`config.mk`:
```
export PLATFORM = sky130hd
export DESIGN_NAME = piso_tx_controller
export DESIGN_NICKNAME = d
export VERILOG_FILES = /design/src/rtl/piso_tx_pkg.sv /design/src/rtl/piso_tx_controller.sv
export SDC_FILE = /design/constraint.sdc
export NUM_CORES = 1
export LEC_CHECK = 0
export ABC_AREA = 0
export CORE_MARGIN = 2
export CORE_UTILIZATION = 45
export DETAILED_ROUTE_END_ITERATION = 8
export DONT_BUFFER_PORTS = 1
export PLACE_DENSITY_LB_ADDON = 0.1
export SETUP_SLACK_MARGIN = 0.2
export SLEW_MARGIN = 20
export SYNTH_ARGS = -nofsm -noshare
export SYNTH_HDL_FRONTEND = slang
export SYNTH_SLANG_ARGS = --single-unit
```
`constraint.sdc`:
```
create_clock -name Clk_In -period 1.7 [get_ports Clk_In]
set_input_delay 0.255 -clock Clk_In [delete_from_list [all_inputs] [get_ports Clk_In]]
set_output_delay 0.255 -clock Clk_In [all_outputs]
set_load 0.02 [all_outputs]
```
`src/rtl/piso_tx_pkg.sv`:
```
// Shared definitions for the PISO transmit controller.
// Build option: define PISO_TX_PARITY_EN to add the even-parity cycle.
package piso_tx_pkg;

  localparam int DATA_W = 8;
  localparam int CNT_W  = 3;

  // Index of the final data bit in a frame, and a counter increment.
  localparam logic [CNT_W-1:0] LAST_IDX = CNT_W'(DATA_W - 1);
  localparam logic [CNT_W-1:0] CNT_ONE  = CNT_W'(1);

`ifdef PISO_TX_PARITY_EN
  typedef enum logic [1:0] {
    ST_IDLE   = 2'd0,
    ST_LOAD   = 2'd1,
    ST_SHIFT  = 2'd2,
    ST_PARITY = 2'd3
  } state_e;
`else
  typedef enum logic [1:0] {
    ST_IDLE  = 2'd0,
    ST_LOAD  = 2'd1,
    ST_SHIFT = 2'd2
  } state_e;
`endif

endpackage

```
`src/rtl/piso_tx_controller.sv`:
```
// Controller for an external 8-bit PISO shift register. It accepts bytes
// with a valid/ready handshake, drives the PISO load/shift select and
// parallel input, and reports frame progress. All outputs except
// Frame_Done_Out decode from registered state only, so they settle early
// in the cycle, ahead of the PISO's falling-edge sample.
// Build option: PISO_TX_PARITY_EN adds a PARITY cycle after bit 7 that
// presents the even-parity bit of the held byte. Without it the parity
// outputs are tied low and the PARITY state does not exist.
module piso_tx_controller
  import piso_tx_pkg::*;
(
  input  logic              Clk_In,
  input  logic              Reset_In,
  input  logic              Data_Valid_In,
  input  logic [DATA_W-1:0] Data_In,
  output logic              Data_Ready_Out,
  output logic              Load_Shiftb_Out,
  output logic [DATA_W-1:0] Parallel_Data_Out,
  output logic              Frame_Active_Out,
  output logic [CNT_W-1:0]  Bit_Index_Out,
  output logic              Frame_Done_Out,
  output logic              Parity_Bit_Out,
  output logic              Parity_Phase_Out
);

  state_e              state_q, state_d;
  logic [DATA_W-1:0]   hold_q, hold_d;
  logic [CNT_W-1:0]    cnt_q, cnt_d;
  logic                done_q, done_d;

  logic                last_bit;
  logic                frame_end;
  logic                xfer;

  assign last_bit = (state_q == ST_SHIFT) && (cnt_q == LAST_IDX);

`ifdef PISO_TX_PARITY_EN
  // The parity cycle closes the frame and is where the next byte is taken.
  assign frame_end        = (state_q == ST_PARITY);
  assign Data_Ready_Out   = (state_q == ST_IDLE) || (state_q == ST_PARITY);
  assign Parity_Phase_Out = (state_q == ST_PARITY);
  assign Parity_Bit_Out   = (state_q == ST_PARITY) ? (^hold_q) : 1'b0;
`else
  // Bit 7 closes the frame; taking the next byte there gives a zero gap.
  assign frame_end        = last_bit;
  assign Data_Ready_Out   = (state_q == ST_IDLE) || last_bit;
  assign Parity_Phase_Out = 1'b0;
  assign Parity_Bit_Out   = 1'b0;
`endif

  assign xfer = Data_Valid_In && Data_Ready_Out;

  // Moore decode of the PISO controls; the PISO loads zero whenever it is
  // not loading a data byte or shifting, which keeps the line low.
  assign Load_Shiftb_Out   = (state_q != ST_SHIFT);
  assign Parallel_Data_Out = (state_q == ST_LOAD) ? hold_q : '0;
  assign Frame_Active_Out  = (state_q == ST_LOAD) || (state_q == ST_SHIFT);
  assign Bit_Index_Out     = Frame_Active_Out ? cnt_q : '0;
  assign Frame_Done_Out    = done_q;

  // Next-state logic: frame sequencing, bit counter and byte capture.
  always_comb begin
    state_d = state_q;
    cnt_d   = cnt_q;
    hold_d  = xfer ? Data_In : hold_q;
    done_d  = frame_end;
    case (state_q)
      ST_IDLE: begin
        cnt_d = '0;
        if (xfer) begin
          state_d = ST_LOAD;
        end
      end
      ST_LOAD: begin
        state_d = ST_SHIFT;
        cnt_d   = CNT_ONE;
      end
      ST_SHIFT: begin
        if (last_bit) begin
          cnt_d = '0;
`ifdef PISO_TX_PARITY_EN
          state_d = ST_PARITY;
`else
          state_d = xfer ? ST_LOAD : ST_IDLE;
`endif
        end else begin
          cnt_d = cnt_q + CNT_ONE;
        end
      end
`ifdef PISO_TX_PARITY_EN
      ST_PARITY: begin
        cnt_d   = '0;
        state_d = xfer ? ST_LOAD : ST_IDLE;
      end
`endif
      default: begin
        state_d = ST_IDLE;
        cnt_d   = '0;
      end
    endcase
  end

  // State registers; reset abandons any frame and drops a pending done pulse.
  always_ff @(posedge Clk_In) begin
    if (Reset_In) begin
      state_q <= ST_IDLE;
      hold_q  <= '0;
      cnt_q   <= '0;
      done_q  <= 1'b0;
    end else begin
      state_q <= state_d;
      hold_q  <= hold_d;
      cnt_q   <= cnt_d;
      done_q  <= done_d;
    end
  end

endmodule

```
==> metrics.md, run 1 <==
| Metric | Value |
|---|---|
| FP Rows | 14 |
| Die Y | 44.2 um |
| Reg clk slew, reported paths | 90 ps |
| DRC viols | 0 |
| Yosys reg bits | 14 |
| Ys async rst share | 0% |
| DRT iter0 DRCs | 6 |
| Area Growth Syn to Fin | 27.0% |
| CP Capture Type | output port |
| Startpoint Class | flop |
| Max Root-Sink Buffers | 2 |
| Synth cell count leaders | dfxtp_1 (14), and2_1 (11), o21ai_1 (10), a21oi_1 (9), nand3_1 (8) |
| Final Slew Violations | 0 |
| CP top delay family | flip-flops |
| Critical path type | reg -> out |
| Setup-failing EPs final | 0 |
| Post-detailed-route count of antenna-violating nets | 0 |
| Core Util, Final | 61.3% |
| GRT overflow | 0 |
| CTS tree | yes |
| First-pass GRT wire length | 2740 um |
| Syn avg cell area | 8.65 um^2 |
| GPL Wtd Cong | 0.702 |
| Max frequency | 682 MHz |
| Clock Tree Root | clkbuf_4 |
| Crit path DAT | 1210 ps |
| Pin count of the biggest net entering global routing | 13 |
| Netlist cell types | 21 |
| ANT cells | 0 |
| WP buf/inv | 1 |
| CP dominant cell by count | ha_4 |
| Cell taking the most area after synthesis | dfxtp_1 |
| GRT Overall Usage | 19.0% |
| Slowest cell delay on critical path | 340 ps |
| Die area | 1950 um^2 |
| # clock sinks | 14 |
| Worst path slowest cell | dfxtp_2 |
| Post-detail-place hpwl | 1020 um |
| Maximum vdd drop | 467 uV |
| Skew-Pair Late Insertion Delay | 280 ps |
| Static leakage | 0.374 nW |
| Filler Cells Inserted | 138 |
| CP Max Fanout | 5 |
| Total iterations of the first detailed-routing run | 4 |
| Layout Skew | 8.48 ps |
| Post-layout minimum cycle time | 1470 ps |
| Drt via density | 5.54 |
| Main synth FF type | dfxtp_1 |
| Avg WL per Cell | 14.8 um |
| Status | finished clean |
| RSZ-0062 raised after global routing | yes |
| Ports | 28 |
| Ratio of cells with drive above 1 in the final layout | 39.4% |
| Synth top area cells | dfxtp_1 (39%), ha_1 (12%), and2_1 (9.5%) |
| Setup TNS | 0 ps |
| Syn Inst Count | 84 |
| Post-synth EDFFs | 0 |
| Vias in the first global route | 596 |
| Number of CTS-inserted buffers | 3 |
| Post-synth top area share | 38.6% |
| Tcrit/Tclk final | 86.3% |
| Hold Vio Cnt, Final | 0 |
| Top-count cell post-synth | dfxtp_1 |
| MaxCap Viol Count | 0 |
| R2r setup slk | 310 ps |
| Chip Width | 44.2 um |
| Wirelength, routed | 1630 um |
| Core area | 1510 um^2 |
| DR vias | 609 |
| Post-synthesis sequential area ratio | 38.6% |
| CP Data Required Time | 1440 ps |
| Post-Synthesis Cell Area | 727 um^2 |
| Hold crit path type | in -> reg |
| Cell chain of the critical path | ha_4 -> ha_4 -> a21oi_4 -> inv_4 |
| Initial core utilization | 48.3% |
| Final Net Count | 113 |
| YS warnings | 0 |
| H-tree depth | 1 |
| Power density cells | 864 nW/um^2 |
| Initial antenna violation count | 0 |
| IO Port Bufs | 0 |
## where the power goes
| part | total, mW | internal (mW) | switching, mW | leakage, nW |
|---|---|---|---|---|
| registers | 0.360 | 0.348 | 0.0121 | 0.117 |
| logic | 0.200 | 0.0862 | 0.114 | 0.236 |
| clock network | 0.238 | 0.130 | 0.108 | 0.0210 |
| total | 0.798 | 0.564 | 0.234 | 0.374 |
## worst reg2reg max path, delay by kind of cell, from the launching register on
family,cells,cell delay (ps)
AOI/OAI and AO/OA,3,370
adders and majority gates,2,320
DFF,1,340
buffers and inverters,2,290
## per-layer routing
layer / wire [um] / vias to the layer above / global-route usage, %
met1: 703 / 279 / 21.7
met4: 21 / 0 / 5.45
met2: 784 / 21 / 33.2
met5: 0 / - / 0
li1: - / 304 / -
met3: 121 / 5 / 6.94
## cells by family after synthesis
| family | after synthesis | share of synthesized area, % |
|---|---|---|
| AOI/OAI and AO/OA | 23 | 18.8 |
| adders and majority gates | 7 | 12.0 |
| buffers and inverters | 9 | 6.54 |
| DFF | 14 | 38.6 |
| other | 1 | 0.516 |
| and+or+nand+nor | 30 | 23.6 |
## repair_timing
action,4_1_cts,5_1_grt
pin swaps,1,4
endpoints found under the hold margin,0,1
buffers inserted,3,2
gates resized for setup,28,4
cloned,1,0
endpoints found under the setup margin,15,10
hold buffers,0,1
## layout by cell type, fill, tap and decap left out
cell type / count
clkbuf_8: 1
dlygate4sd3_1: 1
nand2_1: 1
nor2b_1: 3
clkinvlp_4: 1
nand3b_1: 1
and2_2: 8
dfxtp_2: 2
nor2_1: 2
a21oi_1: 9
inv_4: 2
dfxtp_4: 2
inv_2: 1
and3_1: 2
nand3_1: 8
conb_1: 2
inv_1: 2
buf_4: 7
ha_4: 5
ha_1: 2
o21a_1: 1
and2_4: 3
nand2b_1: 2
a21oi_2: 1
a211o_1: 1
clkbuf_4: 3
dfxtp_1: 10
o21ai_1: 10
a21oi_4: 1
## cell type report
type | count | area, um^2 | area share, %
multi-input combinational | 62 | 483 | 52.3
sequential | 14 | 290 | 31.4
timing repair buffer | 8 | 62.6 | 6.78
clock buffer | 4 | 36.3 | 3.93
inverter | 5 | 23.8 | 2.57
tap | 16 | 20.0 | 2.17
timing repair inverter | 1 | 7.51 | 0.813
## metrics by stage
step	setup slack (ps)	total power, mW	cell area, um^2	instances	hold slack, ps
5_1_grt	178	0.838	923	110	9.13
4_1_cts	185	0.797	882	107	7.16
3_5_place_dp	213	0.516	739	99	324
3_3_place_gp	273	0.515	739	99	319
2_1_floorplan	325	0.491	731	85	324
6_report	233	0.798	923	110	23.2
## final timing paths
check | startpoint | end | depth (start not counted)
max | cnt_q[0] | Data_Ready_Out | 4
min reg2reg | hold_q[5] | hold_q[5] | 2
min | Reset_In | state_q[1] | 1
max reg2reg | cnt_q[0] | hold_q[7] | 7
## flip-flops by register name, indices dropped and copies added (netlist names)
| register | flops |
|---|---|
| Frame_Done_Out | 1 |
| cnt_q | 3 |
| hold_q | 8 |
| state_q | 2 |
No activity file was read; power rests on OpenSTA's default activity.
==> run 2, diff against run 1 <==
Settings changed: CELL_PAD_IN_SITES_DETAIL_PLACEMENT set to 1, CELL_PAD_IN_SITES_GLOBAL_PLACEMENT set to 2, CORE_UTILIZATION 45 to 33.
==> run 2 against run 1 <==
Against the previous run:
- clock power is 21% lower
- register-to-register slack hardly changed
- clock-buffer cell count is 1 lower
- largest power group unchanged
- highest routed layer unchanged
==> metrics.md, run 2 (synthesis results as in run 1) <==
| Metric | Value |
|---|---|
| Crit path DAT | 1200 ps (about the same) |
| DRC viols | 0 (unchanged) |
| Die area | 2590 um^2 (+33%) |
| Number of flip-flops in the largest register | 8 (unchanged) |
| Clock Power Share | 25.3% (-4.6 points) |
| Final Slew Violations | 0 (unchanged) |
| Power density cells | 814 nW/um^2 (-5.8%) |
| # clock sinks | 14 (unchanged) |
| Total iterations of the first detailed-routing run | 4 (unchanged) |
| Startpoint Class | flop |
| CP Max Fanout | 5 (unchanged) |
| Layout Skew | 0.678 ps (-7.80 ps) |
| Vias in the first global route | 569 (-4.5%) |
| Number of CTS-inserted buffers | 3 (unchanged) |
| Reg clk slew, reported paths | 80 ps (about the same) |
| H-tree depth | 1 (unchanged) |
| Reg2reg start | cnt_q[1] |
| Hold crit path type | in -> reg |
| RSZ-0062 raised after global routing | yes |
| Most frequent cells in the layout | dfxtp_1 (11), o21ai_1 (10), a21oi_1 (9), nand3_1 (8) |
| Biggest register | hold_q |
| Critical Path Sink | Data_Ready_Out |
| WHS | 26.3 ps (+3.18 ps) |
| Critical path origin | cnt_q[1] |
| Chip Width | 50.9 um (+15%) |
| Post-detail-place hpwl | 1160 um (+14%) |
| R2r setup slk | 300 ps (about the same) |
| Worst reg2reg path depth | 7 (unchanged) |
| FP Rows | 16 (+2) |
| Die Y | 50.9 um (+15%) |
| Pin count of the biggest net entering global routing | 13 (unchanged) |
| Flop pwr share | 49.4% (+4.3 points) |
| Largest regs | hold_q (8), cnt_q (3), state_q (2) |
| Internal | 0.509 mW (-9.8%) |
| Area Growth Syn to Fin | 24.6% |
| Tcrit/Tclk final | 85.4% (-0.89 points) |
| Skew-Pair Late Insertion Delay | 280 ps (about the same) |
| Filler Cells Inserted | 244 (+77%) |
| ANT cells | 0 (unchanged) |
| Status | finished clean |
| Final Net Count | 111 (-1.8%) |
| Critical path type | reg -> out |
| Worst Hold Depth | 1 (unchanged) |
| MaxCap Viol Count | 0 (unchanged) |
| CP Capture Type | output port |
| Wirelength, routed | 1680 um (+2.8%) |
| Core area | 2020 um^2 (+34%) |
| Initial antenna violation count | 0 (unchanged) |
| Max Root-Sink Buffers | 2 (unchanged) |
| Ports | 28 (unchanged) |
| GRT overflow | 0 (unchanged) |
| Hold Vio Cnt, Final | 0 (unchanged) |
| Static leakage | 0.354 nW (-5.3%) |
| CTS tree | yes |
| Pwr Total | 0.737 mW (-7.6%) |
| DR vias | 597 (-2.0%) |
| Initial core utilization | 36.0% (-12 points) |
| Clock Tree Root | clkbuf_4 |
| Most common cell after layout, fill and taps aside | dfxtp_1 |
| RR Endpoint | hold_q[7] |
| DRT iter0 DRCs | 3 (-3) |
| Ratio of cells with drive above 1 in the final layout | 33.0% (-6.4 points) |
| Drt via density | 5.06 (-8.6%) |
| IO Port Bufs | 0 (unchanged) |
| Post-layout minimum cycle time | 1450 ps (-15.1 ps) |
| CP Data Required Time | 1440 ps (about the same) |
| Maximum vdd drop | 386 uV (-17%) |
| Avg WL per Cell | 14.2 um (-4.2%) |
| Max frequency | 689 MHz (+1.0%) |
| GPL Wtd Cong | 0.721 (+2.7%) |
| Setup-failing EPs final | 0 (unchanged) |
| P_sw | 0.229 mW (-2.2%) |
| Post-detailed-route count of antenna-violating nets | 0 (unchanged) |
| Combinational power share | 25.3% (+0.3 points) |
| Setup TNS | 0 ps (unchanged) |
| GRT Overall Usage | 15.0% (-4.0 points) |
| Switching part of the total | 31.0% (+1.7 points) |
| First-pass GRT wire length | 2700 um (-1.3%) |
## run 2: worst max-delay path, stage by stage, from the launching register on
cell and delay, ps:
dfxtp_1 340, ha_4 170, ha_4 170, a21oi_4 160
inv_4 80
## run 2: stage by stage
| stage | instance area (um^2) | cells | utilization (%) | setup WS [ps] |
|---|---|---|---|---|
| after CTS | 866 | 116 | 42.8 | 190 |
| final | 906 | 118 | 44.8 | 248 |
| after floorplan | 731 | 85 | - | 325 |
| after detailed placement | 746 | 109 | 36.9 | 131 |
| after global placement | 746 | 109 | 36.9 | 199 |
| after global routing | 906 | 118 | 44.8 | 173 |
## run 2: worst min-delay path by stage
stage,to,slack (ps),startpoint
2_1_floorplan,state_q[1],320,Reset_In
3_3_place_gp,state_q[0],330,Reset_In
3_5_place_dp,state_q[0],320,Reset_In
4_1_cts,state_q[0],3,Reset_In
5_1_grt,hold_q[7],3,Reset_In
6_report,state_q[1],30,Reset_In
## run 2: final cells by class
class                      instances  area [um^2]  share of cell area (%)
inverter                           5         26.3                    2.90
tap                               27         33.8                    3.73
multi-input combinational         62          479                    52.9
timing repair inverter             1         7.51                   0.829
sequential                        14          289                    31.9
timing repair buffer               6         47.5                    5.25
clock buffer                       3         22.5                    2.49
## run 2: power groups by stage
stage	clock, mW	sequential, mW	combinational (mW)
6_report	0.187	0.364	0.186
5_1_grt	0.216	0.367	0.207
4_1_cts	0.200	0.363	0.187
3_5_place_dp	0	0.368	0.147
2_1_floorplan	0	0.364	0.127
3_3_place_gp	0	0.367	0.148
## run 2: timing repair
item                                   in CTS  in global routing
gates cloned                                1                  0
pin swaps                                   1                  4
setup endpoints to repair                  22                 21
gates resized for setup                    21                  8
buffers inserted                            3                  1
endpoints found under the hold margin       0                  1
hold buffers                                0                  1
## run 2: layer usage
metal | wire length [um] | part of all wire (%) | vias to the layer above | GRT usage, %
met1 | 752 | 45 | 276 | 17.2
met3 | 118 | 7.0 | 5 | 7.02
li1 | - | - | 297 | -
met2 | 763 | 46 | 19 | 22.3
met5 | 0 | 0 | - | 0
met4 | 41 | 2.4 | 0 | 9.46
==> run 3, diff against run 2 <==
==> constraint.sdc (replaced) <==
create_clock -name Clk_In -period 1.6 [get_ports Clk_In]
set_input_delay 0.24 -clock Clk_In [delete_from_list [all_inputs] [get_ports Clk_In]]
set_output_delay 0.24 -clock Clk_In [all_outputs]
set_load 0.05 [all_outputs]
==> run 3 against run 2 <==
Against the previous run:
- largest cell class unchanged
- clock-buffer cell count unchanged
- via count increased by 16%
- global-route usage increased by 3.0 points
==> metrics.md, run 3 (synthesis results as in run 1) <==
| Metric | Value |
|---|---|
| Maximum vdd drop | 464 uV (+20%) |
| Post-place instance area | 941 um^2 (+26%) |
| Area Growth Syn to Fin | 72.6% |
| Worst Hold Depth | 1 (unchanged) |
| Biggest register | hold_q |
| ANT cells | 0 (unchanged) |
| Final Net Count | 130 (+17%) |
| RSZ-0062 raised after global routing | yes |
| CP Data Required Time | 1800 ps (+360 ps) |
| R2r setup slk | 60 ps (-240 ps) |
| GPL Wtd Cong | 0.754 (+4.6%) |
| WHS | 16.6 ps (-9.73 ps) |
| Number of CTS-inserted buffers | 3 (unchanged) |
| Number of flip-flops in the largest register | 8 (unchanged) |
| Finished Cell Area | 1250 um^2 (+39%) |
| P_sw | 0.334 mW (+46%) |
| Worst reg2reg path depth | 7 (unchanged) |
| Reg clk slew, reported paths | 80 ps (about the same) |
| Ports | 28 (unchanged) |
| Ratio of cells with drive above 1 in the final layout | 56.4% (+23 points) |
| Pre-CTS setup slack | 106 ps (-24.2 ps) |
| Internal | 0.646 mW (+27%) |
| Layout Skew | 3.85 ps (+3.17 ps) |
| Tcrit/Tclk final | 96.1% |
| Most common cell after layout, fill and taps aside | dfxtp_1 |
| Setup-failing EPs final | 0 (unchanged) |
| Sequential cell area | 289 um^2 (unchanged) |
| Skew-Pair Late Insertion Delay | 270 ps (about the same) |
| Drt via density | 5.04 (-0.31%) |
| Clock Power Share | 19.5% (-5.8 points) |
| DRT iter0 DRCs | 2 (-1) |
| Chip Width | 50.9 um (unchanged) |
| Reg2reg start | state_q[1] |
| Initial antenna violation count | 0 (unchanged) |
| Critical path origin | state_q[1] |
| Hold-fix buffer count after cts | 0 (unchanged) |
| Post-detailed-route count of antenna-violating nets | 0 (unchanged) |
| # clock sinks | 14 (unchanged) |
| CP Capture Type | flop |
| Post-layout minimum cycle time | 1540 ps |
| Initial core utilization | 36.0% (unchanged) |
| Avg WL per Cell | 17.3 um (+22%) |
| Core Util, Final | 62.1% (+17 points) |
| DR vias | 691 (+16%) |
| FP Rows | 16 (unchanged) |
| IO Port Bufs | 0 (unchanged) |
| First-pass GRT wire length | 3370 um (+25%) |
| Critical path type | reg -> reg |
| Setup TNS | 0 ps (unchanged) |
| Vias in the first global route | 675 (+19%) |
| Combinational power share | 40.9% (+16 points) |
| Filler Cells Inserted | 227 (-7.0%) |
| Die Y | 50.9 um (unchanged) |
| H-tree depth | 1 (unchanged) |
| Startpoint Class | flop |
| Flop pwr share | 39.6% (-9.8 points) |
| Total iterations of the first detailed-routing run | 3 (-1) |
| CTS tree | yes |
| Switching part of the total | 34.1% (+3.1 points) |
| Largest regs | hold_q (8), cnt_q (3), state_q (2) |
| MaxCap Viol Count | 0 (unchanged) |
| Core area | 2020 um^2 (unchanged) |
| Most frequent cells in the layout | dfxtp_1 (11), and2_4 (10), buf_12 (9), buf_6 (9), nand3_1 (8) |
| Multi-input logic area | 532 um^2 (+11%) |
| Max Root-Sink Buffers | 2 (unchanged) |
| Max frequency | 650 MHz |
| Hold_sp | Reset_In |
| Clock Tree Root | clkbuf_4 |
| Die area | 2590 um^2 (unchanged) |
| Pin count of the biggest net entering global routing | 13 (unchanged) |
| Hold crit path type | in -> reg |
| Post-detail-place hpwl | 1300 um (+12%) |
| DRC viols | 0 (unchanged) |
| Crit path DAT | 1740 ps (+540 ps) |
| Power density cells | 781 nW/um^2 (-4.0%) |
| GRT overflow | 0 (unchanged) |
| Hold Vio Cnt, Final | 0 (unchanged) |
| Status | finished clean |
| Static leakage | 0.504 nW (+42%) |
| Final Slew Violations | 0 (unchanged) |
| GRT Overall Usage | 18.0% (+3.0 points) |
| CP Max Fanout | 4 (-1) |
| Final worst slack | 62.3 ps (-186 ps) |
| Wirelength, routed | 2380 um (+42%) |
-- run 3: cell count changes in the layout (fill, tap and decap cells not counted), sizes merged --
cell and change:
dlygate4sd3 -1, buf +20
-- run 3: cell type report --
class	count	share of cell area, %
Clock buffer	3	1.79
Inverter	5	2.59
Multi-Input combinational cell	62	42.4
Sequential cell	14	23.0
Tap cell	27	2.69
Timing Repair Buffer	25	27.2
Timing Repair inverter	1	0.299
-- run 3: power by group through the flow --
stage / Sequential, mW / Clock, mW / Combinational, mW
floorplan: 0.386 / 0 / 0.197
global placement: 0.390 / 0 / 0.245
detailed placement: 0.391 / 0 / 0.248
CTS: 0.384 / 0.203 / 0.320
global route: 0.390 / 0.220 / 0.423
finish: 0.388 / 0.191 / 0.401
-- run 3: worst paths after layout --
| path | endpoint |
|---|---|
| worst min-delay path | state_q[0] |
| worst max-delay path | state_q[0] |
| worst max register to register | state_q[0] |
| worst min register to register | hold_q[1] |
-- run 3: what timing repair did --
item                                    4_1_cts  5_1_grt
endpoints found under the hold margin         0        6
pin swaps                                     9       13
gates cloned                                  1        0
gates resized for setup                      25       21
endpoints found under the setup margin       23       23
buffers inserted                             10        5
-- run 3: through the flow --
| stage | std cells | power, mW |
|---|---|---|
| 3_5_place_dp | 118 | 0.639 |
| 4_1_cts | 132 | 0.907 |
| 5_1_grt | 137 | 1.03 |
| 2_1_floorplan | 85 | 0.583 |
| 3_3_place_gp | 118 | 0.636 |
| 6_report | 137 | 0.980 |
-- run 3: critical path: stages, from the launching register on --
cell and delay (ps):
dfxtp_4 360, buf_6 120, ha_4 180, buf_6 120, buf_6 110, nand2b_4 120, a211o_1 310, a21oi_2 140
-- run 3: metal layers --
layer / vias to the layer above / share of wire [%] / wire length [um] / global-route usage [%]
met4: 0 / 1.7 / 40 / 6.76
met3: 4 / 4.9 / 117 / 6.43
met5: - / 0 / 0 / 0
met2: 16 / 50 / 1200 / 27.9
li1: 332 / - / - / -
met1: 339 / 43 / 1020 / 22.7
